$ cat config.mk
export PLATFORM = sky130hd
export DESIGN_NAME = cla16_rr_arbiter
export DESIGN_NICKNAME = d
export VERILOG_FILES = /design/src/rtl/cla16_rr_arbiter.sv
export SDC_FILE = /design/constraint.sdc
export NUM_CORES = 1
export LEC_CHECK = 0
export CAP_MARGIN = 25
export CORE_UTILIZATION = 25
export DETAILED_ROUTE_END_ITERATION = 7
export GPL_ROUTABILITY_DRIVEN = 0
export PLACE_DENSITY_LB_ADDON = 0.3
export SLEW_MARGIN = 40
export SYNTH_ARGS = -nofsm -noshare
export SYNTH_HDL_FRONTEND = slang
export SYNTH_HIERARCHICAL = 1
export SYNTH_SLANG_ARGS = --single-unit
$ cat constraint.sdc
create_clock -name CLK -period 4.1 [get_ports CLK]
set_input_delay 0.41 -clock CLK [delete_from_list [all_inputs] [get_ports CLK]]
set_output_delay 0.41 -clock CLK [all_outputs]
set_load 0.005 [all_outputs]
$ cat src/rtl/cla16_rr_arbiter.sv
// ---------------------------------------------------------------------------
// cla16_rr_arbiter
//   Shares one 16-bit carry-lookahead adder among NREQ requesters. A rotating
//   priority arbiter picks at most one requester per cycle, its operands are
//   muxed into the adder, and the 17-bit sum lands in a one-entry response
//   slot tagged with the requester index.
//
// Ports
//   CLK        clock, rising edge
//   RST        asynchronous active-high reset
//   REQ_VALID  [NREQ]     requester i presents an operand pair
//   REQ_READY  [NREQ]     requester i accepted this cycle (one-hot or zero)
//   REQ_IN1    [16*NREQ]  operand A, requester i at [16*i+15:16*i]
//   REQ_IN2    [16*NREQ]  operand B, same packing
//   RSP_VALID             response slot full
//   RSP_READY             consumer takes the response
//   RSP_SUM    [17]       registered IN1+IN2, carry in bit 16
//   RSP_ID     [IDW]      index of the requester that produced RSP_SUM
// ---------------------------------------------------------------------------

// 4-bit carry-lookahead group with group propagate/generate outputs.
module cla4 (
   input  logic [3:0] i_a,
   input  logic [3:0] i_b,
   input  logic       i_c,
   output logic [3:0] o_s,
   output logic       o_p,
   output logic       o_g
);
   logic [3:0] w_g;
   logic [3:0] w_p;
   logic [3:0] w_c;

   assign w_g = i_a & i_b;
   assign w_p = i_a ^ i_b;

   assign w_c[0] = i_c;
   assign w_c[1] = w_g[0] | (w_p[0] & i_c);
   assign w_c[2] = w_g[1] | (w_p[1] & w_g[0]) | (w_p[1] & w_p[0] & i_c);
   assign w_c[3] = w_g[2] | (w_p[2] & w_g[1]) | (w_p[2] & w_p[1] & w_g[0])
                 | (w_p[2] & w_p[1] & w_p[0] & i_c);

   assign o_s = w_p ^ w_c;
   assign o_p = &w_p;
   assign o_g = w_g[3] | (w_p[3] & w_g[2]) | (w_p[3] & w_p[2] & w_g[1])
              | (w_p[3] & w_p[2] & w_p[1] & w_g[0]);
endmodule

// 16-bit adder: four cla4 groups joined by a second-level lookahead unit.
// Carry-in is fixed at 0, so the group-level carry terms drop the cin product.
module cla16 (
   input  logic [15:0] IN1,
   input  logic [15:0] IN2,
   output logic [16:0] SUM
);
   logic [3:0] w_gp;
   logic [3:0] w_gg;
   logic [4:0] w_gc;

   assign w_gc[0] = 1'b0;
   assign w_gc[1] = w_gg[0];
   assign w_gc[2] = w_gg[1] | (w_gp[1] & w_gg[0]);
   assign w_gc[3] = w_gg[2] | (w_gp[2] & w_gg[1]) | (w_gp[2] & w_gp[1] & w_gg[0]);
   assign w_gc[4] = w_gg[3] | (w_gp[3] & w_gg[2]) | (w_gp[3] & w_gp[2] & w_gg[1])
                  | (w_gp[3] & w_gp[2] & w_gp[1] & w_gg[0]);

   for (genvar g = 0; g < 4; g++) begin : g_grp
      cla4 u_cla4 (
         .i_a (IN1[4*g +: 4]),
         .i_b (IN2[4*g +: 4]),
         .i_c (w_gc[g]),
         .o_s (SUM[4*g +: 4]),
         .o_p (w_gp[g]),
         .o_g (w_gg[g])
      );
   end

   assign SUM[16] = w_gc[4];
endmodule

module cla16_rr_arbiter #(
   parameter int NREQ = 4,
   parameter int IDW  = 2
) (
   input  logic                 CLK,
   input  logic                 RST,
   input  logic [NREQ-1:0]      REQ_VALID,
   output logic [NREQ-1:0]      REQ_READY,
   input  logic [16*NREQ-1:0]   REQ_IN1,
   input  logic [16*NREQ-1:0]   REQ_IN2,
   output logic                 RSP_VALID,
   input  logic                 RSP_READY,
   output logic [16:0]          RSP_SUM,
   output logic [IDW-1:0]       RSP_ID
);
   if (NREQ < 2 || NREQ > 8 || IDW != $clog2(NREQ)) begin : g_bad_param
      $error("cla16_rr_arbiter: NREQ must be 2..8 and IDW must equal clog2(NREQ)");
   end

   logic            r_vld;
   logic [16:0]     r_sum;
   logic [IDW-1:0]  r_id;
   logic [IDW-1:0]  r_ptr;

   logic            w_found;
   logic [IDW-1:0]  w_win;
   logic            w_open;
   logic            w_xfer;
   logic [NREQ-1:0] w_ready;
   logic [15:0]     w_in1;
   logic [15:0]     w_in2;
   logic [16:0]     w_sum;
   logic [IDW-1:0]  w_ptr_nxt;

   // Rotating priority search: scan upward from r_ptr with wrap, first hit wins.
   always_comb begin
      int w_idx;
      w_found = 1'b0;
      w_win   = '0;
      w_idx   = 0;
      for (int k = 0; k < NREQ; k++) begin
         w_idx = int'(r_ptr) + k;
         if (w_idx >= NREQ) w_idx = w_idx - NREQ;
         if (!w_found && REQ_VALID[w_idx]) begin
            w_found = 1'b1;
            w_win   = w_idx[IDW-1:0];
         end
      end
   end

   // Slot can take a new result when empty or being drained this same cycle.
   assign w_open = !r_vld || RSP_READY;
   assign w_xfer = w_found && w_open && !RST;

   always_comb begin
      w_ready = '0;
      if (w_xfer) w_ready[w_win] = 1'b1;
   end
   assign REQ_READY = w_ready;

   // Adder inputs parked at zero when nobody is requesting.
   assign w_in1 = w_found ? REQ_IN1[16*w_win +: 16] : 16'h0000;
   assign w_in2 = w_found ? REQ_IN2[16*w_win +: 16] : 16'h0000;

   cla16 u_cla16 (
      .IN1 (w_in1),
      .IN2 (w_in2),
      .SUM (w_sum)
   );

   // Explicit wrap so non-power-of-two NREQ cycles correctly.
   assign w_ptr_nxt = (w_win == IDW'(NREQ - 1)) ? '0 : w_win + 1'b1;

   always_ff @(posedge CLK or posedge RST) begin
      if (RST) begin
         r_vld <= 1'b0;
         r_sum <= '0;
         r_id  <= '0;
         r_ptr <= '0;
      end else if (w_xfer) begin
         r_vld <= 1'b1;
         r_sum <= w_sum;
         r_id  <= w_win;
         r_ptr <= w_ptr_nxt;
      end else if (r_vld && RSP_READY) begin
         r_vld <= 1'b0;
      end
   end

   assign RSP_VALID = r_vld;
   assign RSP_SUM   = r_sum;
   assign RSP_ID    = r_id;
endmodule
Word-level counts from Yosys, hierarchy flattened
Index checks and enable logic that the tools add are counted. W data, S select, Z words.

Bits in latches: 0. Bits in registers: 22. Memory bits (writable): 0. Word-level logic and storage cells: 185. Memories kept: 0. Bits in read-only memories: 0. Input port bits: 135.

Mux-type cells: 32. Shift-type cells: 2. Add/sub/neg operators: 8. Bitwise operators: 111. Divide/modulo/power cells: 0. Reduce and logical (&&, ||, !) cells: 17. Order comparisons: 10. $mul: 0. Equality and inequality tests: 1.

Operator list (number): $lt A32 B4 Y1 const B (4); $mux W32 (4); $shiftx A64 B7 Y16 (2); $and A1 B1 Y1 (60); $or A1 B1 Y1 (39); $mux W16 (2); $xor A4 B4 Y4 (8); $and A4 B4 Y4 (4); $mux W1 (15); $reduce_and A4 Y1 (3); $sub A3 B3 Y4 const B (3); $mux W2 (5); $ge A3 B3 Y1 const B (3); $bmux W1 S2 (4); $logic_and A1 B1 Y1 (7); $add A2 B2 Y3 const B (2); $logic_not A1 Y1 (5); $mux W4 (1); $sub A2 B3 Y4 const B (1); $add A2 B1 Y3 const B (1); $ge A2 B3 Y1 const B (1); $lt A2 B3 Y1 const B (1); $add A2 B1 Y2 const B (1); $demux W1 S2 (1); 4 further kinds (4).

Depth between registers and ports, before layout
Gate-level depths: netlist of the first run.

Depth after elaboration: 28. Depth in mapped cells: 19. Mapped depth without buffers: 16.

Modules after synthesis
Netlist of the first run, hierarchy kept.

By module, submodules not included: cla16_rr_arbiter (cells an instance 225, area an instance 1930.6 um^2, times used 1, seq. area each 550.5 um^2); cla4 (cells an instance 22, area an instance 182.7 um^2, times used 4, seq. area each 0.0 um^2); cla16 (cells an instance 6, area an instance 42.5 um^2, times used 1, seq. area each 0.0 um^2).

Worst setup path after synthesis of the first run
OpenSTA, ideal clock, no wires.

Kind: register to register. Start: register r_ptr[1]. End: register r_sum[12], in the netlist RSP_SUM[12]. Stages on the path, launching flop included: 19. Data required time: 4.035 ns. Clock period less this slack: 3.272 ns. Setup time: 0.065 ns. Path slack: 0.828 ns. Arrival time: 3.208 ns. Cells stage by stage: dfrtp_1 buf_2 mux2i_1 nor2_1 or3_1 buf_2 buf_6 o22ai_1 ha_1 a21oi_1 nand2_1 a21o_1 a21o_1 a21o_1 inv_1 fa_1 inv_1 nand2_1 nand2_1.

Elaborated cells on any way between the ends: 86.

RTL lines: from (decl) (line 103) `logic [IDW-1:0] r_ptr;`; from (signal assigned) (line 164) `r_ptr <= w_ptr_nxt;`; branches (longest 16 deep; another with $sub A3 B3 Y4); $mux W16 * (line 142) `assign w_in1 = w_found ? REQ_IN1[16*w_win +: 16] : 16'h0000;`; via w_in1[2] (line 110) `logic [15:0] w_in1;`; $and A4 B4 Y4 or $xor A4 B4 Y4 (tied branches) (line 34, 35); $and A1 B1 Y1 (on tied branches) (line 45, 46); $or A1 B1 Y1 (tied with other cells) (line 45) `assign o_g = w_g[3] | (w_p[3] & w_g[2]) | (w_p[3] & w_p[2] & w_g[1])`; $or A1 B1 Y1 or $and A1 B1 Y1 (tied branches) (line 45, 46); $or A1 B1 Y1 * (line 46) `| (w_p[3] & w_p[2] & w_p[1] & w_g[0]);`; via u_cla16.w_gc[1] (line 58) `logic [4:0] w_gc;`; $and A1 B1 Y1 * (line 63) `assign w_gc[3] = w_gg[2] | (w_gp[2] & w_gg[1]) | (w_gp[2] & w_gp[1] & w_gg[0]);`; $or A1 B1 Y1 * (line 63); via u_cla16.w_gc[3] (line 58); $xor A4 B4 Y4 * (line 43) `assign o_s = w_p ^ w_c;`; via w_sum[12] (line 112) `logic [16:0] w_sum;`; to (signal assigned) (line 162) `r_sum <= w_sum;`; to (decl) (line 101) `logic [16:0] r_sum;`.

Mark *: on every way through the listed nets, which the timed path passes. The select of a mux whose other input is x is not followed. A chain may end at the register's enable or synchronous reset.

Worst setup path after layout of the first run
Start: input port REQ_VALID[1]. End: register r_sum[12], in the netlist RSP_SUM[12].

Elaborated cells on any way between the ends: 71.

RTL lines: from (decl) (line 87) `input logic [NREQ-1:0] REQ_VALID,`; $bmux W1 S2 (line 124) `if (!w_found && REQ_VALID[w_idx]) begin`; $mux W1 (not written as such) (2 in a row) (line 124); $mux W1 (line 124); $logic_not A1 Y1 (line 124); $logic_and A1 B1 Y1 (line 124); $mux W1 (line 124); $logic_not A1 Y1 (line 124); $logic_and A1 B1 Y1 (line 124); (+6 left out); via w_in2[2] (line 111) `logic [15:0] w_in2;`; (+3 left out); $or A1 B1 Y1 or $and A1 B1 Y1 (tied branches) (line 45, 46); $or A1 B1 Y1 * (line 46); via u_cla16.w_gc[1] (line 58); $and A1 B1 Y1 * (line 63); $or A1 B1 Y1 * (line 63); via u_cla16.w_gc[3] (line 58); $xor A4 B4 Y4 * (line 43); via w_sum[12] (line 112).

Mark *: on every way through the listed nets, which the timed path passes. The rest lies on a longest branch. The select of a mux whose other input is x is not followed.

==> impl_metrics.csv, run 1 <==
group,metric,value,unit
finish,fin_util,43.62,%
sta,final_max_slew_viol_count,0,
cts,cts-buffers-inserted,3,
cts,cts_tree,"built",
cts,cts-resized-gates,0,
synth,synth_area,2694,sq um
cts,cts.path.max_buffers,2,
cts,cts.sinks,22,
cts,root_buffer,"clkbuf_8",
place,place_inst,602,
sta,period_share,93.15,%
sta,rsz0062_at_grt,"false",
floorplanning,rows,37,
sta,setup_viol,0,
synth,synth_warnings,6,
finish,areaGrowthSynthToFinish,67.91,%
global_route,antenna_found_initial,0,
min_path,hp-class,"flop to flop",
drt,wl_per_cell,14.59,microns
cts,postCtsSetupBuffers,0,
floorplanning,die_w,105.8,microns
sta,relSlewSlack,48.96,%
finish,fin_cells,606,
sta,fin_hold_ws,0.4842,ns
drt,vias,2837,
floorplanning,start_util,25.98,%
setup_path,start_kind,"primary input",
power,peakVddDrop,0.2493,mV
cts,cts_max_level,1,
global_route,grt_pass1_vias,2928,
setup_path,cp-end-kind,"flop",
run,maxCapViolCount,0,
finish,final_cell_area,4523,sq um
global_route,grt_max_degree,32,
drt,drt_iter0_drc,51,
sta,fin_crit,3.819,ns
sta,finalHoldViolCount,0,
place,placed_cell_area,4468,sq um
place,io_buffers,158,
floorplanning,io_pins,159,
outcome,status,"completed",
setup_path,cp.arrival,4.03,ns
global_route,grtUsageTotal,15.79,%
synth,synthCells,318,
finish,mostFrequentLayoutCells,"158 x clkdlybuf4s50_1, 65 x mux2i_1, 62 x nand2_1",
finish,final_common_cell,"clkdlybuf4s50_1",
synth,syn_area_per_cell,8.471,sq um
cts,clock_insertion_delay_worst_skew,0.27,ns
setup_path,crit_required,4.32,ns
finish,antenna_cells,0,
power,power_density,591.4,nW/um^2
global_route,gr-total-overflow,0,
sta,fin_tns_setup,0,ns
floorplanning,dieHeight,105.8,microns
sta,skew,0.009229,ns
finish,nets,631,
cts,path_clk_slew,0.08,ns
floorplanning,dieArea,11190,sq um
finish,drive_above_1_share,5.319,%
place,hpwl,7.461,mm
drt,dr.pass1.iters,4,
drt,avgViaCountPerCell,4.682,
sta,max_freq,0.2618,GHz
floorplanning,core_area,10370,sq um
drt,routed_wirelength,8.843,mm
global_route,grt_pass1_wl,14.15,mm
drt,drc,0,
power,leakagePower,2.110,nW
cts,postCtsHoldBufs,0,
setup_path,crit_path_max_fanout,21,
drt,ant_nets,0,
sta,tightest_slew,0.7557,ns
setup_path,worstSetupPathType,"primary input to flop",
[worst paths after layout]
| path | start | endpoint | slack (ns) | cells past startpoint |
|---|---|---|---|---|
| min reg2reg | RSP_SUM[0] | RSP_SUM[0] | 0.48 | 2 |
| max reg2reg | r_ptr[1] | RSP_SUM[12] | 0.34 | 16 |
| min in group asynchronous | RST | RSP_ID[0] | 0.54 | 3 |
| min | RSP_SUM[0] | RSP_SUM[0] | 0.48 | 2 |
| max | REQ_VALID[1] | RSP_SUM[12] | 0.28 | 17 |
| max in group asynchronous | RST | RSP_SUM[11] | 3.32 | 3 |
[metal layers]
layer	wire, microns	GRT usage, %
met5	0	0
met2	4365	29.65
met3	582	2.474
met4	130	3.968
met1	3764	18.48
[critical path, stage by stage]
cell and delay, ns:
clkdlybuf4s50_1 0.50, nand3b_1 0.27, a2bb2oi_4 0.24, buf_12 0.22, mux2i_1 0.27, o22ai_1 0.17
ha_1 0.36, a21oi_1 0.19, nand2_1 0.07, a21o_1 0.22, a21o_1 0.21, a21o_1 0.22
inv_1 0.08, fa_1 0.42, inv_1 0.06, nand2_1 0.04, nand2_1 0.07
[per-stage QoR]
step	setup slack, ns	power (mW)
floorplan	0.8354	1.835
global placement	0.05906	2.489
detailed placement	-0.04211	2.541
CTS	0.2652	2.712
global route	0.003136	2.948
finish	0.2808	2.675
[power by group]
part | internal, mW | switching (mW)
clock | 0.0857 | 0.0728
sequential | 0.317 | 0.0687
combinational | 1.07 | 1.06
[area by class of cell]
type	count	area (sq um)
Fill cell	1055	5847
Multi-Input combinational cell	258	1977
Timing Repair Buffer	167	1699
Sequential cell	22	550.5
Tap cell	136	170.2
Inverter	19	71.32
Clock buffer	4	55.05
[registers in the layout, indices dropped and copies added, names as in the netlist]
name	count
RSP_VALID	1
r_ptr	2
RSP_SUM	17
RSP_ID	2
Power figures use the tool's default switching activity.
==> inputs of run 2 (changes only) <==
--- a/config.mk
+++ b/config.mk
@@ -9,7 +9,6 @@
 export CORE_UTILIZATION = 25
 export DETAILED_ROUTE_END_ITERATION = 7
 export GPL_ROUTABILITY_DRIVEN = 0
-export PLACE_DENSITY_LB_ADDON = 0.3
 export SLEW_MARGIN = 40
 export SYNTH_ARGS = -nofsm -noshare
 export SYNTH_HDL_FRONTEND = slang
==> run 2 against run 1 <==
  * Wire length shrank 1.7%
  * Critical path depth unchanged
  * Core utilization increased by 0.76 points
  * Power is 3.8% higher
  * Global-route usage down 0.46 points
  * Clock power increased by 26%
  * Sequential share of layout area decreased by 0.21 points
  * Critical path type unchanged
  * Largest power group unchanged
==> impl_metrics.csv, run 2 (same netlist as run 1, synthesis figures left out) <==
group,metric,value,unit
outcome,status,"completed",
setup_path,crit_path_max_fanout,16,
global_route,grt_pass1_vias,3016,
finish,fillerInstances,1054,
min_path,hold_path.startpoint,"RSP_SUM[10]",
power,power_density,603.4,nW/um^2
sta,skew,0.008612,ns
power,switchingPower,1.211,mW
setup_path,cp.arrival,4.05,ns
place,io_buffers,158,
power,clock_power_share,7.2,%
sta,relSlewSlack,52.32,%
finish,mostFrequentLayoutCells,"158 x clkdlybuf4s50_1, 65 x mux2i_1, 62 x nand2_1",
setup_path,rrSetupSlack,0.41,ns
place,place_inst,612,
sta,fin_crit,3.839,ns
setup_path,rr_endpoint,"RSP_SUM[12]",
floorplanning,dieArea,11190,sq um
min_path,hold_depth,2,
place,placed_cell_area,4531,sq um
drt,wl_per_cell,14.11,microns
finish,fin_cells,616,
floorplanning,core_area,10370,sq um
floorplanning,rows,37,
floorplanning,start_util,25.98,%
sta,period_share,93.62,%
cts,cts-resized-gates,0,
sta,finalHoldViolCount,0,
sta,final_max_slew_viol_count,0,
finish,nets,641,
cts,root_buffer,"clkbuf_8",
floorplanning,io_pins,159,
cts,cts.sinks,22,
cts,cts.path.max_buffers,2,
cts,cts-buffers-inserted,3,
cts,path_clk_slew,0.09,ns
power,combPwrFrac,79.1,%
finish,fin_util,44.38,%
place,hpwl,7.423,mm
global_route,gr-total-overflow,0,
min_path,hp-class,"flop to flop",
setup_path,rr_startpoint,"r_ptr[1]",
drt,dr.pass1.iters,4,
finish,antenna_cells,0,
global_route,grt_max_degree,38,
finish,largest_reg_flops,17,
floorplanning,die_w,105.8,microns
power,leakagePower,2.161,nW
setup_path,cp-end-kind,"flop",
power,internal-power,1.566,mW
cts,postCtsHoldBufs,0,
setup_path,start_kind,"primary input",
sta,max_freq,0.2605,GHz
place,dpl_worst_slack,-0.009670,ns
finish,final_cell_area,4602,sq um
finish,final_common_cell,"clkdlybuf4s50_1",
sta,tightest_slew,0.7059,ns
power,peakVddDrop,0.2513,mV
global_route,antenna_found_initial,0,
setup_path,worstSetupPathType,"primary input to flop",
drt,avgViaCountPerCell,4.636,
sta,fin_hold_ws,0.4771,ns
min_path,holdPathEnd,"RSP_SUM[10]",
power,power.share.sequential,13.7,%
sta,layout_setup_ws,0.2614,ns
drt,drt_iter0_drc,84,
global_route,grt_pass1_wl,13.97,mm
cts,postCtsSetupBuffers,0,
finish,areaGrowthSynthToFinish,70.83,%
floorplanning,dieHeight,105.8,microns
drt,ant_nets,0,
global_route,grtUsageTotal,15.34,%
drt,routed_wirelength,8.689,mm
finish,drive_above_1_share,7.292,%
setup_path,r2r_cells,17,
sta,setup_viol,0,
drt,drc,0,
run,maxCapViolCount,0,
drt,vias,2856,
setup_path,crit_required,4.31,ns
sta,rsz0062_at_grt,"false",
cts,clock_insertion_delay_worst_skew,0.26,ns
power,p_sw_share,43.59,%
cts,cts_max_level,1,
cts,cts_tree,"built",
## run 2: cell count changes in the layout (fill, tap and decap cells not counted), sizes merged
cell	change
buf	+10
bufinv	+1
clkbuf	-1
## run 2: cell type report
cell class | count | area (sq um) | share of cell area (%)
sequential | 22 | 550.5 | 11.96
multi-input combinational | 258 | 1977 | 42.96
tap | 136 | 170.2 | 3.698
inverter | 19 | 71.32 | 1.550
clock inverter | 1 | 30.03 | 0.6525
clock buffer | 3 | 41.29 | 0.8972
timing repair buffer | 177 | 1762 | 38.28
## run 2: per-layer routing
metal	share of wire (%)	track usage [%]	up-vias
met5	0	0	-
met1	43	18.36	1297
li1	-	-	1454
met3	5.9	2.103	6
met4	0.93	3.175	0
met2	50	28.80	99
## run 2: worst max-delay path, cell delays in order
cell and delay, ns:
clkdlybuf4s50_1 0.48, a21oi_1 0.28, a2bb2oi_4 0.26, buf_12 0.19, mux2i_1 0.31, o22ai_1 0.16
ha_1 0.36, a21oi_1 0.19, nand2_1 0.08, a21o_1 0.22, a21o_1 0.22, a21o_1 0.22
inv_1 0.07, fa_1 0.40, inv_1 0.06, nand2_1 0.04, nand2_1 0.07
## run 2: through the flow
| step | total power, mW | setup TNS [ns] |
|---|---|---|
| 2_1_floorplan | 1.835 | 0 |
| 3_3_place_gp | 2.546 | 0 |
| 3_5_place_dp | 2.589 | -0.009670 |
| 4_1_cts | 2.804 | 0 |
| 5_1_grt | 3.037 | 0 |
| 6_report | 2.777 | 0 |
## run 2: power groups by stage
stage | combinational, mW | sequential, mW | clock (mW)
after global routing | 2.43 | 0.394 | 0.214
after global placement | 2.16 | 0.386 | 0
final | 2.20 | 0.381 | 0.201
after floorplan | 1.46 | 0.374 | 0
after CTS | 2.21 | 0.384 | 0.208
after detailed placement | 2.20 | 0.388 | 0
## run 2: worst max-delay path by stage
stage | from | endpoint | slack, ns | cells past startpoint
final | REQ_VALID[0] | RSP_SUM[12] | 0.26 | 17
after global routing | REQ_VALID[0] | RSP_SUM[13] | 0.06 | 18
after CTS | REQ_VALID[0] | RSP_SUM[12] | 0.26 | 17
after detailed placement | REQ_VALID[0] | RSP_SUM[12] | -0.01 | 17
after global placement | REQ_VALID[0] | RSP_SUM[12] | 0.06 | 17
after floorplan | r_ptr[1] | RSP_SUM[12] | 0.84 | 18
==> RTL edit: new RTL, settings of run 1 <==
Reset style: synchronous (`RST`), changed in one clocked block. Comments in the files are not updated.
--- a/src/rtl/cla16_rr_arbiter.sv
+++ b/src/rtl/cla16_rr_arbiter.sv
@@ -153,3 +153,3 @@
 
-   always_ff @(posedge CLK or posedge RST) begin
+   always_ff @(posedge CLK) begin
       if (RST) begin
Check against the original RTL: differs if RST is asserted again (counterexample within 4 cycles, from zero or initial values and one cycle with RST high); with RST held inactive, the same outputs for 10 cycles.
==> RTL edit against run 1 <==
Combinational power is 40% lower; final area is 0.69% lower; clock skew is 4.3 ps lower; worst hold slack worse by 5.1 ps; utilization is 0.11 points lower; worst setup slack better by 27 ps; wire length is 1.2% lower; total power is 34% lower; synthesized area is 1.2% lower; sequential cell count stayed put; count of clock-buffer cells in the layout is 1 lower; synthesized cell count is 0.94% higher; via count hardly changed.
==> RTL edit: results (changes against run 1) <==
====================================================================
Status                                                  finished clean   unchanged
Sequential cell fraction of total power                        19.6%   was 14.4%
Largest net degree at the start of global routing                 35   was 32
HPWL after DPL                                              7.303 mm   was 7.461 mm
Met3 GRT Util                                                 3.556%   was 2.474%
Share of power burned in the clock network                      7.7%   was 5.9%
Overall Global Routing Usage                                  15.86%   was 15.79%
Source of the worst register-to-register timing path        r_ptr[1]   unchanged
WL/cell                                                     14.37 um   was 14.59 um
Initial DRC Count                                                 80   was 51
Met2 Use GR                                                   30.37%   was 29.65%
Fillers                                                         1025   was 1055
Leakage power figure                                        2.054 nW   was 2.110 nW
Worst min-delay path startpoint                           RSP_SUM[1]   was RSP_SUM[0]
Post-DR vias/cell                                              4.668   was 4.682
Worst vdd ir                                                177.3 uV   was 249.3 uV
Largest stage delay on the critical path                      540 ps   was 500 ps
Sw Share                                                      40.29%   was 44.92%
Share of post-route cells with drive strength above 1         5.085%   was 5.319%
Met3 wirelength from detailed routing                         551 um   was 582 um
Maximum fanout along the worst path                               12   was 21
Slew headroom                                                 55.05%   was 48.96%
WP data arrival                                              3990 ps   was 4030 ps
Clock skew after layout                                     4.914 ps   was 9.229 ps
Minimum setup slack after placement                         45.18 ps   was -42.11 ps
====================================================================
-- RTL edit: final timing paths --
check / to / slack (ps) / cells after the start
min reg2reg: RSP_SUM[1] / 480 / 2
max reg2reg: RSP_SUM[12] / 530 / 17
max: RSP_SUM[12] / 310 / 18
min: RSP_SUM[1] / 480 / 2
-- RTL edit: final cells by class --
cell class,instances,share of cell area (%)
inverter,19,1.588
clock buffer,3,0.9192
timing repair buffer,169,38.44
multi-input combinational,259,45.46
sequential,22,9.805
tap,136,3.788
-- RTL edit: through the flow --
step / cell area (sq um) / power, mW / cells / hold slack [ps] / util [%]
global placement: 4451 / 1.626 / 605 / 466.7 / 43.11
global route: 4492 / 1.943 / 608 / 505.5 / 43.51
floorplan: 2669 / 1.146 / 323 / 445.0 / -
CTS: 4492 / 1.793 / 608 / 481.5 / 43.51
detailed placement: 4451 / 1.643 / 605 / 467.0 / 43.11
finish: 4492 / 1.766 / 608 / 479.1 / 43.51
